$ cat config.mk
export PLATFORM = sky130hd
export DESIGN_NAME = q_meter
export DESIGN_NICKNAME = d
export VERILOG_FILES = /design/src/rtl/q_ctrl_pkg.sv /design/src/rtl/q_accum.sv /design/src/rtl/q_meter.sv
export SDC_FILE = /design/constraint.sdc
export NUM_CORES = 1
export LEC_CHECK = 0
export CORE_ASPECT_RATIO = 2
export CORE_MARGIN = 2
export CORE_UTILIZATION = 40
export CTS_BUF_LIST = sky130_fd_sc_hd__clkbuf_16
export CTS_CLUSTER_DIAMETER = 40
export DETAILED_ROUTE_END_ITERATION = 8
export PLACE_DENSITY_LB_ADDON = 0.2
export RECOVER_POWER = 25
export SETUP_SLACK_MARGIN = 0.3
export SYNTH_ARGS = -nofsm -noshare
export SYNTH_HDL_FRONTEND = slang
export SYNTH_SLANG_ARGS = --single-unit
$ cat constraint.sdc
create_clock -name clk -period 4.02 [get_ports clk]
set_clock_uncertainty 0.2 [all_clocks]
set_input_delay 0.804 -clock clk [delete_from_list [all_inputs] [get_ports clk]]
set_output_delay 0.804 -clock clk [all_outputs]
set_load 0.02 [all_outputs]
$ cat src/rtl/q_ctrl_pkg.sv
// Shared definitions for the Q measurement path and the bisection controller:
// FSM state encoding, default bus width and accumulator width helper.
package q_ctrl_pkg;

    localparam int Q_WIDTH_DEFAULT = 10;

    typedef enum logic [1:0] {
        IDLE      = 2'd0,
        SETTLE    = 2'd1,
        INTEGRATE = 2'd2,
        DONE      = 2'd3
    } q_state_t;

    // Summing 2^log2_n samples of width bits never needs more than this.
    function automatic int q_acc_width(input int width, input int log2_n);
        return width + log2_n;
    endfunction

endpackage

$ cat src/rtl/q_accum.sv
// Sample accumulator and sample counter for one Q measurement; clear wins over add.
// count_done flags that the sample being added now is the last one of the set.
module q_accum
    import q_ctrl_pkg::*;
#(
    parameter int WIDTH  = Q_WIDTH_DEFAULT,
    parameter int LOG2_N = 3
) (
    input  logic             clk,
    input  logic             rst_n,
    input  logic             clr,
    input  logic             add,
    input  logic [WIDTH-1:0] sample,
    output logic [WIDTH-1:0] result,
    output logic             count_done
);

    localparam int AW = q_acc_width(WIDTH, LOG2_N);
    localparam logic [LOG2_N:0] LAST = (LOG2_N + 1)'((1 << LOG2_N) - 1);

    logic [AW-1:0]   acc;
    logic [AW-1:0]   sum;
    logic [LOG2_N:0] count;

    // result already includes the sample presented this cycle
    assign sum        = acc + AW'(sample);
    assign result     = sum[AW-1:LOG2_N];
    assign count_done = add && (count == LAST);

    always_ff @(posedge clk) begin
        if (!rst_n || clr) begin
            acc   <= '0;
            count <= '0;
        end else if (add) begin
            acc   <= sum;
            count <= count + 1'b1;
        end
    end

endmodule

$ cat src/rtl/q_meter.sv
// Q measurement sequencer: settles after each reference change, averages 2^LOG2_N samples.
// Define Q_METER_SETTLE_EN to include the SETTLE state and its down-counter.
//
// state     | meaning
// ----------+--------------------------------------------------------------
// IDLE      | disabled; waits for en, then captures i_ref
// SETTLE    | waits SETTLE_CYC cycles for the reference to settle
// INTEGRATE | accumulates valid samples until 2^LOG2_N are taken
// DONE      | measured_q valid for the captured reference; ready held high
module q_meter
    import q_ctrl_pkg::*;
#(
    parameter int WIDTH      = Q_WIDTH_DEFAULT,
    parameter int LOG2_N     = 3,
    parameter int SETTLE_CYC = 4
) (
    input  logic             clk,
    input  logic             rst_n,
    input  logic             en,
    input  logic [WIDTH-1:0] i_ref,
    input  logic             sample_valid,
    input  logic [WIDTH-1:0] sample,
    output logic [WIDTH-1:0] measured_q,
    output logic             ready,
    output logic             busy
);

    q_state_t         state;
    q_state_t         state_nxt;
    q_state_t         start_state;
    logic [WIDTH-1:0] ref_q;
    logic [WIDTH-1:0] acc_result;
    logic             acc_clr;
    logic             acc_add;
    logic             count_done;
    logic             load_ref;
    logic             load_q;
    logic             ready_nxt;
    logic             restart;

`ifdef Q_METER_SETTLE_EN
    localparam int SC = (SETTLE_CYC < 1) ? 1 : SETTLE_CYC;
    localparam int CW = $clog2(SC + 1);
    localparam logic [CW-1:0] SETTLE_LOAD = CW'(SC - 1);

    logic [CW-1:0] settle_cnt;
    logic          settle_tc;

    assign settle_tc   = (settle_cnt == '0);
    assign start_state = SETTLE;

    always_ff @(posedge clk) begin
        if (!rst_n) begin
            settle_cnt <= '0;
        end else if (load_ref) begin
            settle_cnt <= SETTLE_LOAD;
        end else if (state == SETTLE && !settle_tc) begin
            settle_cnt <= settle_cnt - 1'b1;
        end
    end
`else
    assign start_state = INTEGRATE;
`endif

    q_accum #(
        .WIDTH  (WIDTH),
        .LOG2_N (LOG2_N)
    ) u_accum (
        .clk        (clk),
        .rst_n      (rst_n),
        .clr        (acc_clr),
        .add        (acc_add),
        .sample     (sample),
        .result     (acc_result),
        .count_done (count_done)
    );

    assign restart = (state != IDLE) && (i_ref != ref_q);

    // Priority: disable, then start/restart (drops any same-cycle sample), then normal flow.
    always_comb begin
        state_nxt = state;
        acc_clr   = 1'b0;
        acc_add   = 1'b0;
        load_ref  = 1'b0;
        load_q    = 1'b0;
        ready_nxt = ready;
        if (!en) begin
            state_nxt = IDLE;
            ready_nxt = 1'b0;
        end else if (state == IDLE || restart) begin
            state_nxt = start_state;
            acc_clr   = 1'b1;
            load_ref  = 1'b1;
            ready_nxt = 1'b0;
        end else begin
            case (state)
`ifdef Q_METER_SETTLE_EN
                SETTLE: begin
                    if (settle_tc) state_nxt = INTEGRATE;
                end
`endif
                INTEGRATE: begin
                    acc_add = sample_valid;
                    if (count_done) begin
                        load_q    = 1'b1;
                        ready_nxt = 1'b1;
                        state_nxt = DONE;
                    end
                end
                default: ;
            endcase
        end
    end

    always_ff @(posedge clk) begin
        if (!rst_n) begin
            state      <= IDLE;
            ref_q      <= '0;
            measured_q <= '0;
            ready      <= 1'b0;
            busy       <= 1'b0;
        end else begin
            state <= state_nxt;
            ready <= ready_nxt;
            busy  <= (state_nxt == SETTLE) || (state_nxt == INTEGRATE);
            if (load_ref) ref_q <= i_ref;
            if (load_q) measured_q <= acc_result;
        end
    end

endmodule

# Word-level counts from Yosys, hierarchy flattened
# Cells that the tools add are included.
[classes] div_mod_pow=0 n_shift=0 bitwise_logic=2 n_mul=0 magnitude_cmp=0 addsub=2 mux=13 eq_ne=5 reduce_logical=10
[op_table] operator="adder 13 x 10 -> 13 bit" count=1
[op_table] operator="inequality test 10 bit" count=1
[op_table] operator="two-way mux 1 bit" count=9
[op_table] operator="two-way mux 2 bit" count=4
[op_table] operator="adder 4 x 1 -> 4 bit (second input constant)" count=1
[op_table] operator="equality test 2 bit (second input constant)" count=2
[op_table] operator="equality test 4 x 3 -> 1 bit (second input constant)" count=1
[op_table] operator="logical OR 1 bit" count=3
[op_table] operator="OR reduction 3 bit" count=1
[op_table] operator="equality test 2 x 1 -> 1 bit (second input constant)" count=1
[op_table] operator="logical AND 1 bit" count=2
[op_table] operator="logical NOT 2 bit" count=1
[op_table] operator="NOT 1 bit" count=2
[op_table] operator="AND reduction 2 bit" count=1
[op_table] operator="nonzero test 2 bit" count=1
[op_table] operator="logical NOT 1 bit" count=1
[word_totals] elab_cells=39 latchBits=0 in_bits=24 rom_bits=0 n_memories=0 output_inout_bits=12 ff_bits=41 mem_bits_rw=0

# Logic depth before layout (Yosys ltp)
[depth] ltp_word=12 ltp_mapped=9 mapped_depth_nobuf=9

# Cells and area by module
# Synthesis repeated with hierarchy kept, for this count alone.
[hier_totals] cells_unflattened=290 area_unflattened_um2=2536.2
[modules_own_cells] mod="q_accum" area_each_um2=1350.0 cells_per_inst=159 n_inst=1 seq_area_each_um2=340.3
[modules_own_cells] mod="q_meter" area_each_um2=1186.1 cells_per_inst=131 n_inst=1 seq_area_each_um2=480.5

# Worst setup path after synthesis
# OpenSTA, ideal clock, no wires.
[synth_timing] path_kind="input to register" startpoint="in sample[0]" endpoint="reg measured_q[9]" setup_ns=0.091 path_buffers=0 setup_slack_ns=1.107 path_stages=9 required_ns=3.729 t_arrival_ns=2.622 cell_sequence="ha_1 inv_1 fa_1 nand2b_1 a21oi_1 o41a_1 o21ai_0 or3_1 a311oi_1"
[synth_via] elab_chain_len=1
[synth_rtl] item="start: declaration" line_no="q_meter.sv:22" rtl="input logic [WIDTH-1:0] sample,"
[synth_rtl] item="adder 13 x 10 -> 13 bit" line_no="q_accum.sv:26" rtl="assign sum = acc + AW'(sample);"
[synth_rtl] item="end signal: assignment" line_no="q_meter.sv:128" rtl="if (load_q) measured_q <= acc_result;"
[synth_rtl] item="end: declaration" line_no="q_meter.sv:23" rtl="output logic [WIDTH-1:0] measured_q,"
# No other way between the ends.
# A chain may end at the register's enable or synchronous reset.

# Worst setup path after layout
# Same ends and word-level chain as after synthesis.

==> run summary <==
Share of the synthesized area in compound gates (AO/OA/AOI/OAI): 0.147. The endpoint identified for the worst register-to-register timing path is measured_q[9]. Power spread over the standard cell area amounts to 328 mW/mm^2. Counting every sink on the clock net gives 41. The initialized floorplan defines 37 standard-cell rows. The time the worst path needs with I/O delays and setup works out to 3.31 ns. The global-route usage over all layers came out at 0.176. The share of cell area taken by muxes after synthesis is 0.0716. In the synthesized netlist the dominant register cell turns out to be sky130_fd_sc_hd__dfxtp_1. At the worst endpoint, the arrival time is 3.29 ns. The slowest stage of the critical path belongs to the cell sky130_fd_sc_hd__clkdlybuf4s50_1.

Setup repair after global routing left no endpoint under its margin. The tools report the relative slew slack as 0.427. For the maximum root-to-sink buffer count, the log shows 2. The run gives 0.517 as the core occupancy in the finished layout. In this run the number of H-tree levels came out at 2.

The worst setup path is launched from a primary input. The final count of hold timing violations is 0. Summed over all nets, the half-perimeter wirelength after detailed placement is 3610 um. In this run the mean area of a mapped cell was 8.71 um^2. Tracing the worst setup path back leads to its startpoint at sample[0]. The routed layout has 1812 vias.

The starting density of the core is 0.412. The floorplan step defined a die boundary enclosing 0.00588 mm^2. The number of global-route vias before repair was 1831. After detailed routing, the total wire length is 4730 um. The async set-or-reset flop fraction in the synthesized netlist was 0; the adder and majority gate portion of the synthesized area was 0.0751. For the clock network latency to the later pin of the worst-skew pair, the log shows 0.28 ns.

Setup violations remaining at the end of the flow were counted as 0. The number of nets in the synthesized netlist was 277; the standard cell core area was 0.00509 mm^2. Once the clock tree was built, the setup fixing pass inserted 0 buffers. In this run, the number of DRC markers left after iteration 0 of detailed routing was 57. Input and output buffers added on the ports amount to 35. TritonCTS built the clock tree. The post-synthesis instance area is 0.00210 mm^2. For flop-to-flop paths, the worst setup slack is 1.37 ns. Across the run, the number of max-cap violations was 0. The post-synthesis cell count is 241, and the ratio of cells with drive above 1 in the final layout is 0.0396. The largest family of logic cells by synthesized area is simple AND/OR/NAND/NOR gates. The area added between synthesis and finish works out to 25.5%. The critical path goes through clkdlybuf4s50_1 > ha_1 > inv_1 > fa_1 > nand2b_1 > a21oi_1 > o41a_1 > o21ai_0 > or3_1 > a311oi_1. In this run the remaining antenna-violating nets after routing total 0. The repair_antennas step left the layout with diodes totalling 0. Counting flops and latches in the post-synthesis netlist gives 41.

The required time of the critical path came out at 4.01 ns. Clock-pin slew was measured on the worst setup and hold paths at 0.06 ns. During I/O placement, the number of pins put on the boundary was 36. Clock tree synthesis selected as its root buffer the cell sky130_fd_sc_hd__clkbuf_16. The worst register-to-register path begins at u_accum.acc[0]. In this run, CTS created clock tree buffers numbering 5. The post-route clock period utilization was 0.822. IR analysis of the VDD net gives a maximum drop of 274 uV. Entering global routing, the biggest net connects 19 pins.

Hold timing on the final database bottoms out at a slack of 0.257 ns. The run finished with clean final reports. Sequential area share after synthesis: 0.391.

Hold repair after CTS inserted 0 buffers. In the final routed layout, each cell accounts on average for 14.1 um. After detailed routing, the number of vias per cell comes to 5.39. The category of the worst setup path capture point was a register.

The slew at the pin closest to its max-slew limit was 0.860 ns; the max-slew violation total from the final report was 0. In this run, synthesis inferred 0 flip-flops with an integrated enable. The tools report the termination of the worst setup path as measured_q[9]. The die extent in x was 55.2 um; the synthesized-area fraction occupied by xor and xnor cells was 0.0918. The initial antenna violation count is 0, and the setup TNS is 0 ns. The stage delay of the slowest cell on the critical path works out to 0.46 ns.

The path class of the tightest hold or removal check is reg -> reg. Counting cells, the worst reg-to-reg path comes to 9. The worst setup path is of the in -> reg kind. The number of distinct library cell variants in the gate-level netlist after synthesis was 41. The first global-routing pass estimated 8230 um of wire. The largest fanout of any net on the critical path is 4, and the number of remaining DRC errors is 0.

The placer congestion estimate is 0.822. For the post-cts gate resize count, the log shows 0. The final global-route overflow total is 0, and the yosys synthesis warning count is 0.

The first detailed-routing pass ran for 4 iterations. Static timing analysis puts the maximum clock frequency at 302 MHz. The simple-gate portion of the synthesized area came out at 0.193. The analysis attributes to cell leakage a power of 1.03 nW. The final layout contains 315 nets.

The die outline height works out to 106 um.
-- layout by cell type, fill, tap and decap left out, drive strengths merged, types with 2 or more instances in the layout --
cell,netlist,final
dfxtp,41,41
nor2,33,33
clkdlybuf4s50,0,30
nand2,28,28
a21oi,20,20
xor2,15,15
mux2i,15,15
ha,11,11
o21ai,8,8
xnor2,7,7
inv,6,6
a211oi,6,6
clkbuf,1,6
dlygate4sd3,0,5
nor4,4,4
nand3,4,4
a21o,4,4
or3,4,4
o22ai,4,4
nand2b,3,3
and4,3,3
o211ai,2,2
buf,6,2
nor3,2,2
clkinv,1,2
-- per-layer routing --
layer,up-vias,part of all wire,GRT usage
li1,922,-,-
met1,844,0.40,0.180
met2,39,0.54,0.332
met3,7,0.037,0.0328
met4,0,0.023,0.0836
met5,-,0,0
-- metrics by stage --
stage | std cells | cell area [um^2] | setup slack (ns) | total power, mW
5_1_grt | 336 | 2630 | 0.506 | 0.903
3_3_place_gp | 330 | 2510 | 0.461 | 0.506
4_1_cts | 336 | 2640 | 0.704 | 0.876
6_report | 336 | 2630 | 0.714 | 0.863
3_5_place_dp | 330 | 2510 | 0.394 | 0.507
2_1_floorplan | 241 | 2100 | 1.11 | 0.469
-- registers in the layout (all words and copies together), names as in the netlist --
name,flops
ready,1
u_accum.count,4
measured_q,10
ref_q,10
u_accum.acc,13
state,2
busy,1
-- cell type report --
cell class / instances / area [um^2]
Clock buffer: 5 / 125
Clock inverter: 1 / 5.00
Fill cell: 503 / 2460
Inverter: 7 / 26.3
Multi-Input combinational cell: 186 / 1210
Sequential cell: 41 / 821
Tap cell: 58 / 72.6
Timing Repair Buffer: 38 / 369
-- critical path: cells and delay by family --
kind                       cells  cell delay [ns]
adders and majority gates      2             0.56
AOI/OAI and AO/OA              4             0.81
buffers and inverters          2             0.52
and+or+nand+nor                2             0.59
-- how the worst min path moves through the flow --
stage | from | end | slack (ns) | cells after the start
6_report | u_accum.acc[0] | u_accum.acc[0] | 0.26 | 2
5_1_grt | u_accum.acc[6] | u_accum.acc[6] | 0.28 | 2
4_1_cts | u_accum.acc[0] | u_accum.acc[0] | 0.26 | 2
3_5_place_dp | u_accum.acc[0] | u_accum.acc[0] | 0.25 | 2
3_3_place_gp | u_accum.acc[0] | u_accum.acc[0] | 0.25 | 2
2_1_floorplan | u_accum.acc[0] | u_accum.acc[0] | 0.23 | 2
-- cell families after synthesis --
family / count (synthesis)
simple gates: 87
compound gates: 50
flops: 41
xor+xnor: 22
mux: 15
buf+inv: 14
fa+ha+maj: 12
-- where the power goes --
group | switching [mW] | leakage, nW | internal, mW | total (mW)
Clock | 0.145 | 0.0655 | 0.221 | 0.367
Combinational | 0.0386 | 0.628 | 0.0402 | 0.0788
Sequential | 0.00430 | 0.333 | 0.414 | 0.418
Total | 0.188 | 1.03 | 0.675 | 0.863
-- cells in the mapped netlist, types with 4 or more instances --
| cell | instances | area [um^2] |
|---|---|---|
| sky130_fd_sc_hd__xnor2_1 | 7 | 61.3 |
| sky130_fd_sc_hd__a21o_1 | 4 | 30.0 |
| sky130_fd_sc_hd__ha_1 | 11 | 138 |
| sky130_fd_sc_hd__or3_1 | 4 | 25.0 |
| sky130_fd_sc_hd__xor2_1 | 15 | 131 |
| sky130_fd_sc_hd__nand2_1 | 28 | 105 |
| sky130_fd_sc_hd__o21ai_0 | 7 | 35.0 |
| sky130_fd_sc_hd__a21oi_1 | 20 | 100 |
| sky130_fd_sc_hd__nor4_1 | 4 | 25.0 |
| sky130_fd_sc_hd__nand3_1 | 4 | 20.0 |
| sky130_fd_sc_hd__mux2i_1 | 15 | 150 |
| sky130_fd_sc_hd__dfxtp_1 | 41 | 821 |
| sky130_fd_sc_hd__nor2_1 | 33 | 124 |
| sky130_fd_sc_hd__inv_1 | 6 | 22.5 |
| sky130_fd_sc_hd__a211oi_1 | 6 | 45.0 |
| sky130_fd_sc_hd__o22ai_1 | 4 | 25.0 |
(Power assumes the default switching activity.)
